## src/rtl/fetch_if_id.sv

```systemverilog
// rtl/fetch_if_id.sv - MIPS fetch stage with PC register, next-PC select and IF/ID pipeline register
module fetch_if_id #(
    parameter logic [31:0] PC_RESET   = 32'h0000_3000,
    parameter int          IM_DEPTH   = 4096,
    parameter logic [31:0] EXC_VECTOR = 32'h0000_4180
) (
    input  logic        clk,
    input  logic        reset,
    input  logic        stall,
    input  logic        flush,
    input  logic [1:0]  npc_sel,
    input  logic        br_taken,
    input  logic [31:0] br_offset,
    input  logic [25:0] j_index,
    input  logic [31:0] jr_target,
    output logic [31:0] im_addr,
    input  logic [31:0] im_rdata,
    output logic [31:0] pc_f,
    output logic [31:0] instr_d,
    output logic [31:0] pc_d,
    output logic [31:0] pc8_d,
    output logic        valid_d,
    output logic        exc_d
);

    // First byte address past the instruction memory; 33 bits so the limit never wraps.
    localparam logic [32:0] PC_LIMIT = {1'b0, PC_RESET} + 33'(4 * IM_DEPTH);

    logic [31:0] pc_plus4;
    logic [31:0] br_target;
    logic [31:0] next_pc;
    logic        fetch_bad;

    // IM is combinational, so the fetch address is simply the PC register.
    assign im_addr   = pc_f;
    assign pc_plus4  = pc_f + 32'd4;
    // Branch target is relative to the delay-slot address, i.e. the branch's own PC + 4.
    assign br_target = pc_d + 32'd4 + (br_offset << 2);

    // Flag fetches from misaligned or out-of-range PCs; the word read there is discarded.
    always_comb begin
        fetch_bad = (pc_f[1:0] != 2'b00)
                  | (pc_f < PC_RESET)
                  | ({1'b0, pc_f} >= PC_LIMIT);
    end

    // Select the next PC; redirects only count when decode holds a real instruction.
    always_comb begin
        next_pc = pc_plus4;
        if (valid_d) begin
            case (npc_sel)
                2'b01:   if (br_taken) next_pc = br_target;
                2'b10:   next_pc = {pc_d[31:28], j_index, 2'b00};
                2'b11:   next_pc = jr_target;
                default: next_pc = pc_plus4;
            endcase
        end
    end

    // PC and IF/ID register: flush beats stall, stall freezes everything.
    always_ff @(posedge clk or negedge reset) begin
        if (!reset) begin
            pc_f    <= PC_RESET;
            instr_d <= 32'd0;
            pc_d    <= 32'd0;
            pc8_d   <= 32'd8;
            valid_d <= 1'b0;
            exc_d   <= 1'b0;
        end else if (flush) begin
            pc_f    <= EXC_VECTOR;
            instr_d <= 32'd0;
            pc_d    <= pc_f;
            pc8_d   <= pc_f + 32'd8;
            valid_d <= 1'b0;
            exc_d   <= 1'b0;
        end else if (!stall) begin
            pc_f    <= next_pc;
            instr_d <= fetch_bad ? 32'd0 : im_rdata;
            pc_d    <= pc_f;
            pc8_d   <= pc_f + 32'd8;
            valid_d <= 1'b1;
            exc_d   <= fetch_bad;
        end
    end

endmodule

```

## config.mk

```make
export PLATFORM = sky130hd
export DESIGN_NAME = fetch_if_id
export DESIGN_NICKNAME = d
export VERILOG_FILES = /design/src/rtl/fetch_if_id.sv
export SDC_FILE = /design/constraint.sdc
export NUM_CORES = 1
export LEC_CHECK = 0
export ABC_AREA = 1
export ABC_CLOCK_PERIOD_IN_PS = 2500
export BUFFER_PORTS_ARGS = -buffer_cell sky130_fd_sc_hd__buf_2
export CAP_MARGIN = 0
export CORE_ASPECT_RATIO = 1.25
export CORE_MARGIN = 2
export CORE_UTILIZATION = 48
export DETAILED_ROUTE_END_ITERATION = 10
export GPL_ROUTABILITY_DRIVEN = 0
export MAX_ROUTING_LAYER = met4
export PLACE_DENSITY_LB_ADDON = 0.25
export SYNTH_ARGS = -nofsm -noshare
export SYNTH_HDL_FRONTEND = slang
export SYNTH_SLANG_ARGS = --single-unit
```

## constraint.sdc

```tcl
create_clock -name clk -period 2.5 [get_ports clk]
set_clock_uncertainty 0.2 [all_clocks]
set_input_delay 0.25 -clock clk [delete_from_list [all_inputs] [get_ports clk]]
set_output_delay 0.25 -clock clk [all_outputs]
set_load 0.05 [all_outputs]
```

==> results.py <==
metrics = {
    "sta": {
        "relSlewSlack_pct": 56.54,
        "hold_slack_ns": 0.009797,
        "rsz0062_at_grt": "yes",
        "worst_slew_pin_slew_ns": 0.6519,
        "setup_ws_ns": -0.03258,
        "setup-tns-final_ns": -0.03993,
        "maxSlewViolCount": 0,
        "layout_min_cycle_time_ns": 2.533,
        "fmax_mhz": 394.9,
        "setup_viol": 2,
        "finalCritPeriodShare_pct": 101.3,
        "hold_viol": 0,
    },
    "cts": {
        "cts_tree": "yes",
        "clock_sinks": 127,
        "h-tree-depth": 4,
        "clkLatencyLatePin_ns": 0.41,
        "clkTransAtPathRegs_ns": 0.06,
        "cts_made_buffers": 17,
        "clk_path_buf_depth": 2,
        "cts_root_buf": "clkbuf_16",
    },
    "yosys": {
        "synthDistinctLibCells": 46,
        "synth_warnings": 0,
        "yosys.area.top_type": "dfrtp_1",
        "synth_area_leaders": "dfrtp_1 31%, nand2_1 22%, ha_1 8.1%",
        "yosys.area.top_type_share_pct": 31.28,
        "synth_cells": 1486,
        "ys.flop_type": "dfrtp_1",
        "synth_fp_nets": 1680,
        "yosysSeqAreaShare_pct": 32.07,
        "syn_avg_cell_area_sq_um": 6.676,
        "synth_edf_count": 0,
        "synth_async_sr_flop_share_pct": 100.0,
        "syn-cell-area_sq_mm": 0.009921,
        "synth-seq-cells": 127,
    },
    "critical_path": {
        "worstPathRequired_ns": 2.60,
        "r2r_start": "pc_d[3]$_DFFE_PN0N_",
        "crit_path_top_delay_cell": "dfrtp_2",
        "path_class": "register to register",
        "path_buf_inv": 2,
        "r2r_cells": 16,
        "crit_chain": "ha_4 > ha_4 > inv_2 > fa_2 > inv_2 > nand3_4 > nand3_4 > nand3_4 > nand3_4 > nand2_1 > nand2_1 > nor2_2 > o21ai_2 > nand2_1 > nand2_1 > nand2_1",
        "end_kind": "register",
        "crit_fanout": 4,
        "start_kind": "register",
        "slowest_delay_ns": 0.42,
        "cp_top_family": "simple AND/OR/NAND/NOR gates",
        "cp_common_cell": "nand2_1",
        "rrSetupSlack_ns": -0.03,
        "crit_arrival_ns": 2.64,
        "crit-reg2reg-capture": "im_addr[15]$_DFFE_PN0N_",
    },
    "power_and_ir_drop": {
        "peakVddDrop_mv": 0.4097,
        "totalPowerFinal_mw": 7.301,
        "leakage_nw": 7.526,
        "powerDensity_mw_per_mm2": 516.7,
    },
    "route": {
        "drtAntennaViolNets": 0,
        "vias_per_cell": 5.429,
        "wl_per_cell_microns": 17.47,
        "drtIter0Drc": 1139,
        "vias": 11640,
        "dr.pass1.iters": 6,
        "drc": 0,
        "routed_wl_microns": 37450,
    },
    "global_route": {
        "antenna_found_initial": 0,
        "grt_pass1_wl_microns": 56270,
        "first_global_vias": 11080,
        "grt.total_usage_pct": 33.95,
        "grt-ovfl-total": 0,
        "grt_max_degree": 155,
    },
    "die": {
        "die_y_microns": 164.7,
        "placementRows": 58,
        "coreArea_sq_mm": 0.02017,
        "initial_core_util_pct": 49.18,
        "die_area_sq_mm": 0.02184,
        "io_pins": 291,
        "die_x_microns": 132.6,
    },
    "layout": {
        "seq_area_sq_mm": 0.003191,
        "mostFrequentLayoutCells": "523 x nand2_1, 287 x buf_2, 170 x inv_1",
        "multi_input_area_sq_mm": 0.006575,
        "finalCoreUtilization_pct": 70.03,
        "nets": 2055,
        "area_growth_pct": 42.41,
        "insertedDiodeCount": 0,
        "final_common_cell": "nand2_1",
        "fill_cells": 1678,
        "drive_above_1_share_pct": 33.67,
    },
    "min_path": {
        "hold_start": "jr_target[29]",
        "worstHoldPathType": "input port to register",
        "hold_end": "im_addr[29]$_DFFE_PN0N_",
        "min_path_cells": 5,
    },
    "place": {
        "dp_hpwl_microns": 27210,
        "dp_slack_ns": -0.1955,
        "portBuffers": 288,
    },
    "status": {
        "status": "complete, but fails checks",
        "failed_checks": "negative setup slack",
    },
    "run": {
        "cap_violations": 0,
    },
}
logic make-up after synthesis:
kind of cell	share of synthesized area [%]
buf+inv	12.01
xor+xnor	1.501
flops	32.07
compound gates	11.49
fa+ha+maj	8.273
simple gates	34.66
synthesized netlist by cell type (4+ instances only):
master and count:
o21ai_1 4, nor2_1 70, nand4_1 18, dfrtp_1 124
inv_2 9, buf_4 35, nand2_2 5, xor2_1 14
a22oi_1 4, a21oi_1 42, buf_2 5, o211ai_1 11
buf_1 7, nor3_1 6, a22o_1 14, clkbuf_1 27
a221oi_1 12, inv_1 178, o21ai_0 93, nand3_1 111
nand2_1 569, nor2_2 10, nand3b_1 4, nor2_4 7
ha_1 64
flip-flops by register name, indices dropped and copies added (netlist names):
register / count
exc_d: 1
im_addr: 32
pc_d: 32
instr_d: 32
pc8_d: 29
valid_d: 1
where the power goes:
part / internal (mW) / leakage, nW / switching [mW] / total (mW)
Combinational: 0.831 / 5.54 / 1.57 / 2.40
Sequential: 2.17 / 1.69 / 0.110 / 2.28
Clock: 1.65 / 0.299 / 0.964 / 2.62
Total: 4.66 / 7.53 / 2.64 / 7.30
what timing repair did:
action,CTS,global route
endpoints found under the hold margin,161,0
buffers inserted,1,6
pin swaps,13,46
hold buffers,38,0
endpoints found under the setup margin,24,26
resized for setup,47,133
layer usage:
layer	up-vias	track usage [%]	part of all wire (%)
met4	0	19.11	5.8
li1	5480	-	-
met2	642	54.88	48
met1	5379	41.51	39
met3	138	4.082	7.6
met5	-	-	0
tightest hold or removal path: stages:
cell	delay (ns)
buf_2	0.08
a221oi_1	0.07
nand2_1	0.08
nand2_2	0.06
nand2_2	0.05
metrics by stage:
step | instance area (sq um) | cells
after detailed placement | 12090 | 2068
after global placement | 12090 | 2068
final | 14130 | 2144
after floorplan | 9953 | 1486
after global routing | 14130 | 2144
after CTS | 13370 | 2139
worst max path at each step:
stage	slack, ns	startpoint	cells past startpoint	to
floorplan	0.003	pc_d[3]$_DFFE_PN0N_	18	im_addr[17]$_DFFE_PN0N_
global placement	-0.18	pc_d[3]$_DFFE_PN0N_	16	im_addr[15]$_DFFE_PN0N_
detailed placement	-0.20	pc_d[3]$_DFFE_PN0N_	16	im_addr[15]$_DFFE_PN0N_
CTS	0.001	pc_d[3]$_DFFE_PN0N_	16	im_addr[15]$_DFFE_PN0N_
global route	-0.15	pc_d[3]$_DFFE_PN0N_	16	im_addr[15]$_DFFE_PN0N_
finish	-0.03	pc_d[3]$_DFFE_PN0N_	16	im_addr[15]$_DFFE_PN0N_
area by class of cell:
class	count	share of cell area, %
inverter	189	5.021
clock inverter	12	1.116
tap	270	2.391
multi-input combinational	1090	46.54
clock buffer	20	3.303
sequential	127	22.58
timing repair buffer	436	19.05
No activity file was read; power rests on OpenSTA's default activity.
